File: config.mk
export PLATFORM = sky130hd
export DESIGN_NAME = spi_peripheral_flat
export DESIGN_NICKNAME = d
export VERILOG_FILES = /design/src/rtl/spi_peripheral_pkg.sv /design/src/rtl/spi_peripheral_if.sv /design/src/rtl/spi_sync.sv /design/src/rtl/spi_peripheral.sv /design/src/flat_wrapper.sv
export SDC_FILE = /design/constraint.sdc
export NUM_CORES = 1
export LEC_CHECK = 0
export ABC_CLOCK_PERIOD_IN_PS = 2400
export CAP_MARGIN = 0
export CORE_UTILIZATION = 52
export DETAILED_ROUTE_END_ITERATION = 16
export PLACE_DENSITY = 0.76
export SLEW_MARGIN = 20
export SYNTH_ARGS = -nofsm -noshare
export SYNTH_HDL_FRONTEND = slang
export SYNTH_SLANG_ARGS = --single-unit
File: constraint.sdc
create_clock -name clk -period 2.4 [get_ports clk]
set_input_delay 0.48 -clock clk [delete_from_list [all_inputs] [get_ports clk]]
set_output_delay 0.48 -clock clk [all_outputs]
set_load 0.005 [all_outputs]
File: src/rtl/spi_peripheral_pkg.sv
// Shared types and constants for the SPI register peripheral.
// Frame layout: {rw, addr[6:0], data[7:0]}, MSB first.
package spi_peripheral_pkg;

  typedef enum logic [1:0] {
    ST_IDLE,
    ST_SHIFT,
    ST_COMMIT
  } state_t;

  localparam int TRANSACTION_BITS = 16;
  localparam int CNT_W            = 5;
  // Counter parks here once a frame runs past TRANSACTION_BITS.
  localparam logic [CNT_W-1:0] CNT_OVF = 5'd17;

  localparam logic [6:0] ADDR_EN_OUT_7_0  = 7'h00;
  localparam logic [6:0] ADDR_EN_OUT_15_8 = 7'h01;
  localparam logic [6:0] ADDR_EN_PWM_7_0  = 7'h02;
  localparam logic [6:0] ADDR_EN_PWM_15_8 = 7'h03;
  localparam logic [6:0] ADDR_PWM_DUTY    = 7'h04;

endpackage

File: src/rtl/spi_peripheral_if.sv
// SPI pin bundle: the host drives all three lines, the peripheral only listens.
interface spi_peripheral_if;
  logic sclk;
  logic copi;
  logic ncs;

  modport master (output sclk, output copi, output ncs);
  modport slave  (input  sclk, input  copi, input  ncs);
endinterface

File: src/rtl/spi_sync.sv
// Single-bit multi-flop synchronizer; RST_VAL is the idle level of the line.
module spi_sync #(
  parameter int   STAGES  = 2,
  parameter logic RST_VAL = 1'b0
) (
  input  logic clk,
  input  logic rst_n,
  input  logic i_d,
  output logic o_q
);

  logic [STAGES-1:0] r_ff;

  always_ff @(posedge clk or negedge rst_n) begin
    if (!rst_n) r_ff <= {STAGES{RST_VAL}};
    else        r_ff <= {r_ff[STAGES-2:0], i_d};
  end

  assign o_q = r_ff[STAGES-1];

endmodule

File: src/rtl/spi_peripheral.sv
// Write-only SPI register file: five 8-bit control registers loaded from
// 16-bit frames once chip select is released.
module spi_peripheral
  import spi_peripheral_pkg::*;
#(
  parameter int         SYNC_STAGES = 2,
  parameter logic [6:0] MAX_ADDR    = 7'h04
) (
  input  logic             clk,
  input  logic             rst_n,
  spi_peripheral_if.slave  spi,
  output logic [7:0]       en_reg_out_7_0,
  output logic [7:0]       en_reg_out_15_8,
  output logic [7:0]       en_reg_pwm_7_0,
  output logic [7:0]       en_reg_pwm_15_8,
  output logic [7:0]       pwm_duty_cycle
);

  logic w_sclk, w_copi, w_ncs;
  logic w_sclk_rise;
  logic r_sclk_q;

  state_t                        r_state;
  logic [TRANSACTION_BITS-1:0]   r_shreg;
  logic [CNT_W-1:0]              r_cnt;

  logic       w_rw;
  logic [6:0] w_addr;
  logic [7:0] w_data;
  logic       w_commit_ok;

  spi_sync #(.STAGES(SYNC_STAGES), .RST_VAL(1'b0)) u_sync_sclk (
    .clk(clk), .rst_n(rst_n), .i_d(spi.sclk), .o_q(w_sclk));
  spi_sync #(.STAGES(SYNC_STAGES), .RST_VAL(1'b0)) u_sync_copi (
    .clk(clk), .rst_n(rst_n), .i_d(spi.copi), .o_q(w_copi));
  spi_sync #(.STAGES(SYNC_STAGES), .RST_VAL(1'b1)) u_sync_ncs (
    .clk(clk), .rst_n(rst_n), .i_d(spi.ncs), .o_q(w_ncs));

  always_ff @(posedge clk or negedge rst_n) begin
    if (!rst_n) r_sclk_q <= 1'b0;
    else        r_sclk_q <= w_sclk;
  end

  assign w_sclk_rise = w_sclk & ~r_sclk_q;

  assign w_rw        = r_shreg[15];
  assign w_addr      = r_shreg[14:8];
  assign w_data      = r_shreg[7:0];
  assign w_commit_ok = (r_cnt == CNT_W'(TRANSACTION_BITS)) && w_rw && (w_addr <= MAX_ADDR);

  always_ff @(posedge clk or negedge rst_n) begin
    if (!rst_n) begin
      r_state         <= ST_IDLE;
      r_shreg         <= '0;
      r_cnt           <= '0;
      en_reg_out_7_0  <= 8'h00;
      en_reg_out_15_8 <= 8'h00;
      en_reg_pwm_7_0  <= 8'h00;
      en_reg_pwm_15_8 <= 8'h00;
      pwm_duty_cycle  <= 8'h00;
    end else begin
      case (r_state)
        ST_IDLE: begin
          if (!w_ncs) begin
            r_state <= ST_SHIFT;
            r_shreg <= '0;
            r_cnt   <= '0;
          end
        end
        ST_SHIFT: begin
          // Deselect wins over a coincident sclk edge: that edge is not a bit.
          if (w_ncs) begin
            r_state <= ST_COMMIT;
          end else if (w_sclk_rise) begin
            r_shreg <= {r_shreg[TRANSACTION_BITS-2:0], w_copi};
            if (r_cnt != CNT_OVF) r_cnt <= r_cnt + 1'b1;
          end
        end
        ST_COMMIT: begin
          r_state <= ST_IDLE;
          if (w_commit_ok) begin
            case (w_addr)
              ADDR_EN_OUT_7_0:  en_reg_out_7_0  <= w_data;
              ADDR_EN_OUT_15_8: en_reg_out_15_8 <= w_data;
              ADDR_EN_PWM_7_0:  en_reg_pwm_7_0  <= w_data;
              ADDR_EN_PWM_15_8: en_reg_pwm_15_8 <= w_data;
              ADDR_PWM_DUTY:    pwm_duty_cycle  <= w_data;
              default: ;
            endcase
          end
        end
        default: r_state <= ST_IDLE;
      endcase
    end
  end

endmodule

File: src/flat_wrapper.sv
// flat-port wrapper written by rule: the top's interface ports become plain ports
module spi_peripheral_flat import spi_peripheral_pkg::*;
#(
  parameter int         SYNC_STAGES = 2,
  parameter logic [6:0] MAX_ADDR    = 7'h04
)
  (clk, rst_n, en_reg_out_7_0, en_reg_out_15_8, en_reg_pwm_7_0, en_reg_pwm_15_8, pwm_duty_cycle, spi_sclk, spi_copi, spi_ncs);
  spi_peripheral_if spi_i ();
  input  logic clk;
  input  logic rst_n;
  output logic [7:0] en_reg_out_7_0;
  output logic [7:0] en_reg_out_15_8;
  output logic [7:0] en_reg_pwm_7_0;
  output logic [7:0] en_reg_pwm_15_8;
  output logic [7:0] pwm_duty_cycle;
  input wire logic [$bits(spi_i.sclk)-1:0] spi_sclk;
  input wire logic [$bits(spi_i.copi)-1:0] spi_copi;
  input wire logic [$bits(spi_i.ncs)-1:0] spi_ncs;
  assign spi_i.sclk = spi_sclk;
  assign spi_i.copi = spi_copi;
  assign spi_i.ncs = spi_ncs;
  spi_peripheral #(.SYNC_STAGES(SYNC_STAGES), .MAX_ADDR(MAX_ADDR)) u_core (.clk(clk), .rst_n(rst_n), .spi(spi_i), .en_reg_out_7_0(en_reg_out_7_0), .en_reg_out_15_8(en_reg_out_15_8), .en_reg_pwm_7_0(en_reg_pwm_7_0), .en_reg_pwm_15_8(en_reg_pwm_15_8), .pwm_duty_cycle(pwm_duty_cycle));
endmodule
## Yosys cells after proc, flatten, opt, wreduce, memory -nomap -nowiden

Cells that the tools add are included.

- Register bits: 70
- Input bits: 5
- Output and inout bits: 40
- Logic and storage cells: 54

- Add/subtract/negate cells: 1
- Magnitude comparators: 1
- Eq/ne operators: 13
- Muxes and demuxes: 12
- Bitwise logic cells: 2
- Reductions and logical operators: 13

Operators by type and width:

| operator | count |
|---|---|
| 16-bit 2-to-1 mux | 3 |
| 16-bit case mux with 2 select lines | 1 |
| 5-bit 2-to-1 mux | 4 |
| 3-bit AND reduction | 5 |
| 7-bit by 2-bit equality test with 1-bit output (second input constant) | 2 |
| 5-bit case mux with 2 select lines | 1 |
| 7-bit by 1-bit equality test with 1-bit output (second input constant) | 1 |
| 7-bit by 3-bit equality test with 1-bit output (second input constant) | 1 |
| 7-bit by 3-bit <= comparator with 1-bit output (second input constant) | 1 |
| 7-bit logical NOT | 1 |
| 2-bit != test (second input constant) | 3 |
| 5-bit by 1-bit adder with 5-bit output (second input constant) | 1 |
| 5-bit equality test (second input constant) | 1 |
| 5-bit != test (second input constant) | 1 |
| 5-bit AND reduction | 1 |
| 2-bit 2-to-1 mux | 2 |
| 2-bit by 1-bit != test with 1-bit output (second input constant) | 2 |
| 2-bit case mux with 2 select lines | 1 |
| 4-bit AND reduction | 1 |
| 2-bit by 1-bit equality test with 1-bit output (second input constant) | 1 |
| 2-bit equality test (second input constant) | 1 |
| 1-bit logical AND | 2 |
| 2-bit logical NOT | 1 |
| 2-bit AND reduction | 1 |
| 3 further kinds | 3 |

## Longest topological paths before layout

Gate-level depths: netlist of the first run.

- Depth after elaboration: 5
- Gate-level depth with buffers: 7

## Cells and area by module

A second synthesis of the first run with hierarchy kept.

- Cells, all modules: 209
- Area, all modules: 2900.3 um2

Modules (own cells, without submodules):

| module | times used | cells each | area an instance (um2) | sequential area each (um2) |
|---|---|---|---|---|
| spi_peripheral | 1 | 203 | 2747.6 | 1601.5 |
| spi_sync (u_core.u_sync_copi ...) | 2 | 2 | 50.0 | 50.0 |
| spi_sync (u_core.u_sync_ncs) | 1 | 2 | 52.6 | 52.6 |

## Worst setup path before layout of the first run

OpenSTA, ideal clock, no wires.

- Kind: register to register
- From: register u_core.r_shreg[13]
- To: register u_core.en_reg_pwm_15_8[0]
- Arrival time: 1947 ps
- Slack: 328 ps
- Cell stages (with the launch flop): 6
- Path buffers: 1
- Period minus slack after synthesis: 2072 ps
- Path through: dfrtp_1 or4b_1 nor4_4 and3_1 buf_2 mux2_2

- Word-level cells in the longest chain between the ends: 3

Ends and longest elaborated chain:

| item | RTL line | RTL |
|---|---|---|
| start: declaration | spi_peripheral.sv:24 | `logic [TRANSACTION_BITS-1:0] r_shreg;` |
| start signal: assignment | spi_peripheral.sv:75 | `r_shreg <= {r_shreg[TRANSACTION_BITS-2:0], w_copi};` |
| 7-bit by 3-bit <= comparator with 1-bit output | spi_peripheral.sv:49 | `assign w_commit_ok = (r_cnt == CNT_W'(TRANSACTION_BITS)) && w_rw && (w_addr <= MAX_ADDR);` |
| 1-bit logical AND | spi_peripheral.sv:49 |  |
| 3-bit AND reduction (no source line) (*) | n/a |  |
| end signal: assignment | spi_peripheral.sv:86 | `ADDR_EN_PWM_15_8: en_reg_pwm_15_8 <= w_data;` |
| end: declaration | spi_peripheral.sv:15 | `output logic [7:0] en_reg_pwm_15_8,` |

Every way passes the cells marked *; elsewhere a longest branch is shown, timed or not.
A chain may end at the register's enable or synchronous reset.

## Final worst setup path of the first run

- From: register u_core.r_shreg[13]
- To: register u_core.en_reg_out_7_0[6]

- Word-level cells in the longest chain between the ends: 3

Ends and longest elaborated chain:

| item | RTL line | RTL |
|---|---|---|
| 7-bit by 3-bit <= comparator with 1-bit output | spi_peripheral.sv:49 |  |
| 1-bit logical AND | spi_peripheral.sv:49 |  |
| 3-bit AND reduction (no source line) (*) | n/a |  |
| end signal: assignment | spi_peripheral.sv:83 | `ADDR_EN_OUT_7_0: en_reg_out_7_0 <= w_data;` |
| end: declaration | spi_peripheral.sv:12 | `output logic [7:0] en_reg_out_7_0,` |

Marked as above.

==> results of run 1 <==
==> power breakdown <==
part           switching, W  internal, W  leakage [nW]
registers         0.0000193      0.00120         0.955
logic             0.0000660    0.0000296         0.548
clock network      0.000393     0.000389        0.0821
total              0.000478      0.00162          1.58
==> cell families after synthesis <==
group | share of synthesized area, %
compound gates | 4.70
fa+ha+maj | 1.38
buf+inv | 1.43
flops | 64.6
mux | 17.0
simple gates | 10.9
==> state kept, by name, indices dropped and copies added, names as in the netlist <==
| register | cells |
|---|---|
| u_core.en_reg_out_15_8 | 8 |
| u_core.en_reg_out_7_0 | 8 |
| u_core.en_reg_pwm_15_8 | 8 |
| u_core.en_reg_pwm_7_0 | 8 |
| u_core.pwm_duty_cycle | 8 |
| u_core.r_cnt | 5 |
| u_core.r_sclk_q | 1 |
| u_core.r_shreg | 16 |
| u_core.r_state | 2 |
| u_core.u_sync_copi.r_ff | 2 |
| u_core.u_sync_ncs.r_ff | 2 |
| u_core.u_sync_sclk.r_ff | 2 |
==> worst reg2reg max path, cell delays in order (launching register included) <==
cell and delay (ps):
dfrtp_1 380, or4b_1 590, nor4_4 250, buf_4 170, nand2_1 300, mux2_2 390
==> how the worst max path moves through the flow <==
stage          cells after the start                               endpoint
6_report                           5   u_core.en_reg_out_7_0[6]$_DFFE_PN0P_
3_3_place_gp                       5   u_core.en_reg_out_7_0[2]$_DFFE_PN0P_
2_1_floorplan                      5  u_core.en_reg_pwm_15_8[0]$_DFFE_PN0P_
5_1_grt                            7   u_core.en_reg_out_7_0[0]$_DFFE_PN0P_
3_5_place_dp                       5   u_core.en_reg_out_7_0[6]$_DFFE_PN0P_
4_1_cts                            5   u_core.en_reg_out_7_0[6]$_DFFE_PN0P_
==> per-stage QoR <==
stage                     hold slack [ps]  std cells  area, um^2
after floorplan                       184        206        2710
after global placement                332        318        3270
after detailed placement              336        318        3270
after CTS                             175        332        3420
after global routing                  212        332        3420
final                                 173        332        3420
==> layout by cell type, fill, tap and decap left out, types with 3 or more instances in the layout <==
cell type,netlist,layout
ha_1,3,3
dfrtp_1,68,68
inv_1,4,4
clkbuf_8,0,10
nand3_1,3,3
clkdlybuf4s50_1,0,43
o21ai_0,21,20
nor3_1,3,3
buf_4,0,7
mux2_2,40,40
nand2_1,34,34
nor2_1,3,3
==> cell type report <==
class                      count  area, um^2  area share, %
tap                           67        83.8           2.45
timing repair buffer          51         488           14.3
inverter                       4        15.0          0.439
clock inverter                 2        10.0          0.293
clock buffer                  12         145           4.24
sequential                    70        1750           51.3
multi-input combinational    126         925           27.0
==> per-layer routing <==
layer  GRT usage [%]  vias up  routed length (um)
met4            9.85        0                  81
li1                -      821                   -
met2            29.3       43                2310
met3            6.23        7                 227
met5               0        -                   0
met1            30.5      867                2480
==> impl_metrics.json, run 1 <==
{
  "status": "completed",
  "yosysTopAreaCellShare_pct": 62.7,
  "setup_viol": 0,
  "rsz0062_at_grt": "no",
  "crit_arrival_ps": 2410,
  "slew_headroom_pct": 61.4,
  "r2r.worst_path.cells": 5,
  "syn_area_um2": 2710,
  "clk_latency_ps": 330,
  "fillCellCount": 357,
  "syn_to_final_growth_pct": 26.0,
  "clkTransAtPathRegs_ps": 70,
  "slowest_delay_ps": 590,
  "wl_per_cell_um": 15.3,
  "num_rows": 25,
  "synth_nets": 214,
  "clock_skew_ps": 6.19,
  "antenna_found_initial": 0,
  "synth_most_common_cell": "dfrtp_1",
  "synthFlopType": "dfrtp_1",
  "powerDensity_nw_per_um2": 613,
  "drt-total-wl_mm": 5.09,
  "finalWorstSetupSlack_ps": 205,
  "dr.pass1.iters": 4,
  "dpl.hpwl_mm": 3.33,
  "die_x_um": 74.2,
  "cp.required_ps": 2620,
  "synth_cell_types": 28,
  "fin_total_pwr_w": 0.00210,
  "startpoint": "u_core.r_shreg[13]$_DFFE_PN0P_",
  "core_area_um2": 4880,
  "maxCapViolCount": 0,
  "antenna_cells": 0,
  "worstPathMaxFanout": 8,
  "pre_cts_slack_ps": 243,
  "yosysWarnings": 0,
  "critPathCaptureType": "register",
  "cts_tree": "built",
  "seq_area_frac_synth_pct": 64.6,
  "startpoint_type": "register",
  "drc": 0,
  "grt-ovfl-total": 0,
  "utilization_pct": 70.1,
  "syn_inst": 206,
  "holdCritPathClass": "input port to asynchronous set/reset pin",
  "crit_type": "register to register",
  "min_period_over_period_pct": 91.5,
  "tightest_slew_ps": 576,
  "synth-seq-cells": 70,
  "hold_viol": 0,
  "async_flop_share_pct": 100,
  "synth_edf_count": 0,
  "grt_max_degree": 39,
  "io_pins": 45,
  "drive_gt1_share_pct": 25.3,
  "grt_usage_pct": 21.0,
  "cts_sinks": 70,
  "cts-htree-levels": 3,
  "grt_pass1_wl_mm": 8.29,
  "root_buffer": "clkbuf_8",
  "vias_per_cell": 5.23,
  "critPathBufInv": 1,
  "crit_family": "simple AND/OR/NAND/NOR gates",
  "ctsResizeCount": 0,
  "nets": 270,
  "p_leak_nw": 1.58,
  "postCtsSetupRepairBufs": 0,
  "die_h_um": 74.2,
  "clockBufferDepth": 2,
  "synth_top_area_cell": "dfrtp_1",
  "crit_chain": "or4b_1 > nor4_4 > buf_4 > nand2_1 > mux2_2",
  "rr_startpoint": "u_core.r_shreg[13]$_DFFE_PN0P_",
  "postCtsHoldBufs": 0,
  "peakVddDrop_uv": 519,
  "syn_area_per_cell_um2": 13.2,
  "grt_pass1_vias": 1612,
  "start_util_pct": 55.6,
  "fin_tns_setup_ps": 0,
  "period_needed_ps": 2200,
  "synthTopCellsByCount": "68 x dfrtp_1, 40 x mux2_2, 34 x nand2_1, 21 x o21ai_0, 5 x clkbuf_1",
  "ant_nets": 0,
  "slew_violations": 0,
  "place_congestion": 0.729,
  "port_buffers": 44,
  "timing.rr.end": "u_core.en_reg_out_7_0[6]$_DFFE_PN0P_",
  "ys_top_cells_by_area": "dfrtp_1 63%, mux2_2 17%, nand2_1 4.7%",
  "drt_iter0_markers": 91,
  "die_area_um2": 5510,
  "slowest_stage": "or4b_1",
  "reg2reg_slack_ps": 200,
  "cts_buffers": 9,
  "vias": 1738,
  "max_freq_mhz": 456
}
No activity file was read; power rests on OpenSTA's default activity.
==> inputs of run 2 (changes only) <==
--- a/config.mk
+++ b/config.mk
@@ -5,10 +5,10 @@
 export SDC_FILE = /design/constraint.sdc
 export NUM_CORES = 1
 export LEC_CHECK = 0
-export ABC_CLOCK_PERIOD_IN_PS = 2400
 export CAP_MARGIN = 0
 export CORE_UTILIZATION = 52
 export DETAILED_ROUTE_END_ITERATION = 16
+export GPL_TIMING_DRIVEN = 1
 export PLACE_DENSITY = 0.76
 export SLEW_MARGIN = 20
 export SYNTH_ARGS = -nofsm -noshare
==> results of run 2 <==
Same layout as run 1: the final DEF is identical, and so are final timing and power.
==> inputs of run 3 (changes only) <==
--- a/config.mk
+++ b/config.mk
@@ -6,11 +6,12 @@
 export NUM_CORES = 1
 export LEC_CHECK = 0
 export CAP_MARGIN = 0
-export CORE_UTILIZATION = 52
+export CORE_UTILIZATION = 45
 export DETAILED_ROUTE_END_ITERATION = 16
 export GPL_TIMING_DRIVEN = 1
-export PLACE_DENSITY = 0.76
+export PLACE_DENSITY = 0.67
 export SLEW_MARGIN = 20
 export SYNTH_ARGS = -nofsm -noshare
 export SYNTH_HDL_FRONTEND = slang
 export SYNTH_SLANG_ARGS = --single-unit
+export TNS_END_PERCENT = 20
==> impl_metrics.json, run 3 (synthesized netlist as in run 1, its figures left out) <==
{
  "status": "completed",
  "clkTransAtPathRegs_ps": 70,
  "antenna_cells": 0,
  "die_h_um": 79.7,
  "clk_latency_ps": 340,
  "holdCritPathClass": "input port to asynchronous set/reset pin",
  "syn_to_final_growth_pct": 26.2,
  "peakVddDrop_uv": 416,
  "port_buffers": 44,
  "wl_met2_mm": 2.30,
  "clockBufferDepth": 2,
  "slew_violations": 0,
  "io_pins": 45,
  "slowest_stage": "or4b_1",
  "layout_commonest_cell": "dfrtp_1",
  "wirelength_met1_mm": 2.50,
  "cp.required_ps": 2620,
  "top_register": "u_core.r_shreg",
  "drt-total-wl_mm": 5.14,
  "crit_type": "register to register",
  "grt_usage_pct": 18.5,
  "drt_iter0_markers": 84,
  "cts_tree": "built",
  "cts_buffers": 9,
  "rsz0062_at_grt": "no",
  "wl_per_cell_um": 15.3,
  "multi_input_area_um2": 925,
  "place_congestion": 0.785,
  "vias": 1716,
  "period_needed_ps": 2260,
  "max_freq_mhz": 442,
  "num_rows": 27,
  "grt_pass1_vias": 1691,
  "critPathBufInv": 0,
  "vias_per_cell": 5.11,
  "root_buffer": "clkbuf_8",
  "min_period_over_period_pct": 94.3,
  "worstPathMaxFanout": 8,
  "fillCellCount": 468,
  "grt_max_degree": 71,
  "crit_family": "simple AND/OR/NAND/NOR gates",
  "maxCapViolCount": 0,
  "crit_arrival_ps": 2490,
  "route.met3.wl_um": 247,
  "tightest_slew_ps": 542,
  "ctsResizeCount": 0,
  "dr.pass1.iters": 4,
  "powerDensity_nw_per_um2": 611,
  "setup_viol": 0,
  "core_area_um2": 5680,
  "grt_pass1_wl_mm": 8.42,
  "nets": 268,
  "utilization_pct": 60.4,
  "die_x_um": 79.7,
  "die_area_um2": 6350,
  "ff_latch_area_um2": 1750,
  "antenna_found_initial": 0,
  "start_util_pct": 47.8,
  "grt-ovfl-total": 0,
  "fin_tns_setup_ps": 0,
  "p_leak_nw": 1.57,
  "postCtsSetupRepairBufs": 0,
  "drive_gt1_share_pct": 25.0,
  "largest_reg_flops": 16,
  "dpl.hpwl_mm": 3.30,
  "postCtsHoldBufs": 0,
  "startpoint_type": "register",
  "routed.top_layer": "met4",
  "cts-htree-levels": 3,
  "ant_nets": 0,
  "cts_sinks": 70,
  "clock_skew_ps": 9.69,
  "slowest_delay_ps": 600,
  "slew_headroom_pct": 63.8,
  "final_cell_mix": "68 x dfrtp_1, 43 x clkdlybuf4s50_1, 40 x mux2_2",
  "hold_viol": 0,
  "critPathCaptureType": "register",
  "crit_chain": "or4b_1 > nor4_4 > nand2_1 > mux2_2",
  "drc": 0
}
## run 3: changes by cell type in the layout (fill, tap and decap cells not counted), sizes merged
cell and change:
buf -2, clkinvlp +2, clkbuf -1
## run 3: path summary, 6_finish.rpt
kind	start	endpoint	slack [ps]	depth (start not counted)
max	u_core.r_shreg[13]$_DFFE_PN0P_	u_core.en_reg_out_7_0[2]$_DFFE_PN0P_	140	4
max in group asynchronous	rst_n	u_core.u_sync_ncs.r_ff[0]$_DFF_PN1_	1920	2
min in group clk	u_core.u_sync_copi.r_ff[0]$_DFF_PN0_	u_core.u_sync_copi.r_ff[1]$_DFF_PN0_	350	0
min	rst_n	u_core.en_reg_out_7_0[7]$_DFFE_PN0P_	150	2
max reg2reg	u_core.r_shreg[13]$_DFFE_PN0P_	u_core.en_reg_out_7_0[2]$_DFFE_PN0P_	140	4
min reg2reg	u_core.u_sync_copi.r_ff[0]$_DFF_PN0_	u_core.u_sync_copi.r_ff[1]$_DFF_PN0_	350	0
## run 3: through the flow
stage	cell area (um^2)	cells	total power (W)	hold WS, ps	setup slack [ps]
detailed placement	3270	321	0.00134	335	125
CTS	3430	336	0.00212	167	116
global route	3430	336	0.00218	174	34.7
global placement	3270	321	0.00134	332	167
finish	3430	336	0.00209	154	138
floorplan	2710	206	0.00128	184	328
## run 3: report_power, final
| part | switching (W) | total, W | internal [W] |
|---|---|---|---|
| registers | 0.0000184 | 0.00122 | 0.00120 |
| clock network | 0.000411 | 0.000777 | 0.000366 |
| logic | 0.0000669 | 0.0000976 | 0.0000307 |
## run 3: area by class of cell
class	count	area share, %
sequential	70	51.2
tap	72	2.63
timing repair buffer	49	14.2
inverter	4	0.438
clock buffer	11	3.83
clock inverter	4	0.730
multi-input combinational	126	27.0
## run 3: routing by layer
layer | up-vias | track usage, %
li1 | 820 | -
met4 | 0 | 11.1
met5 | - | 0
met1 | 847 | 24.8
met3 | 10 | 4.46
met2 | 39 | 27.1
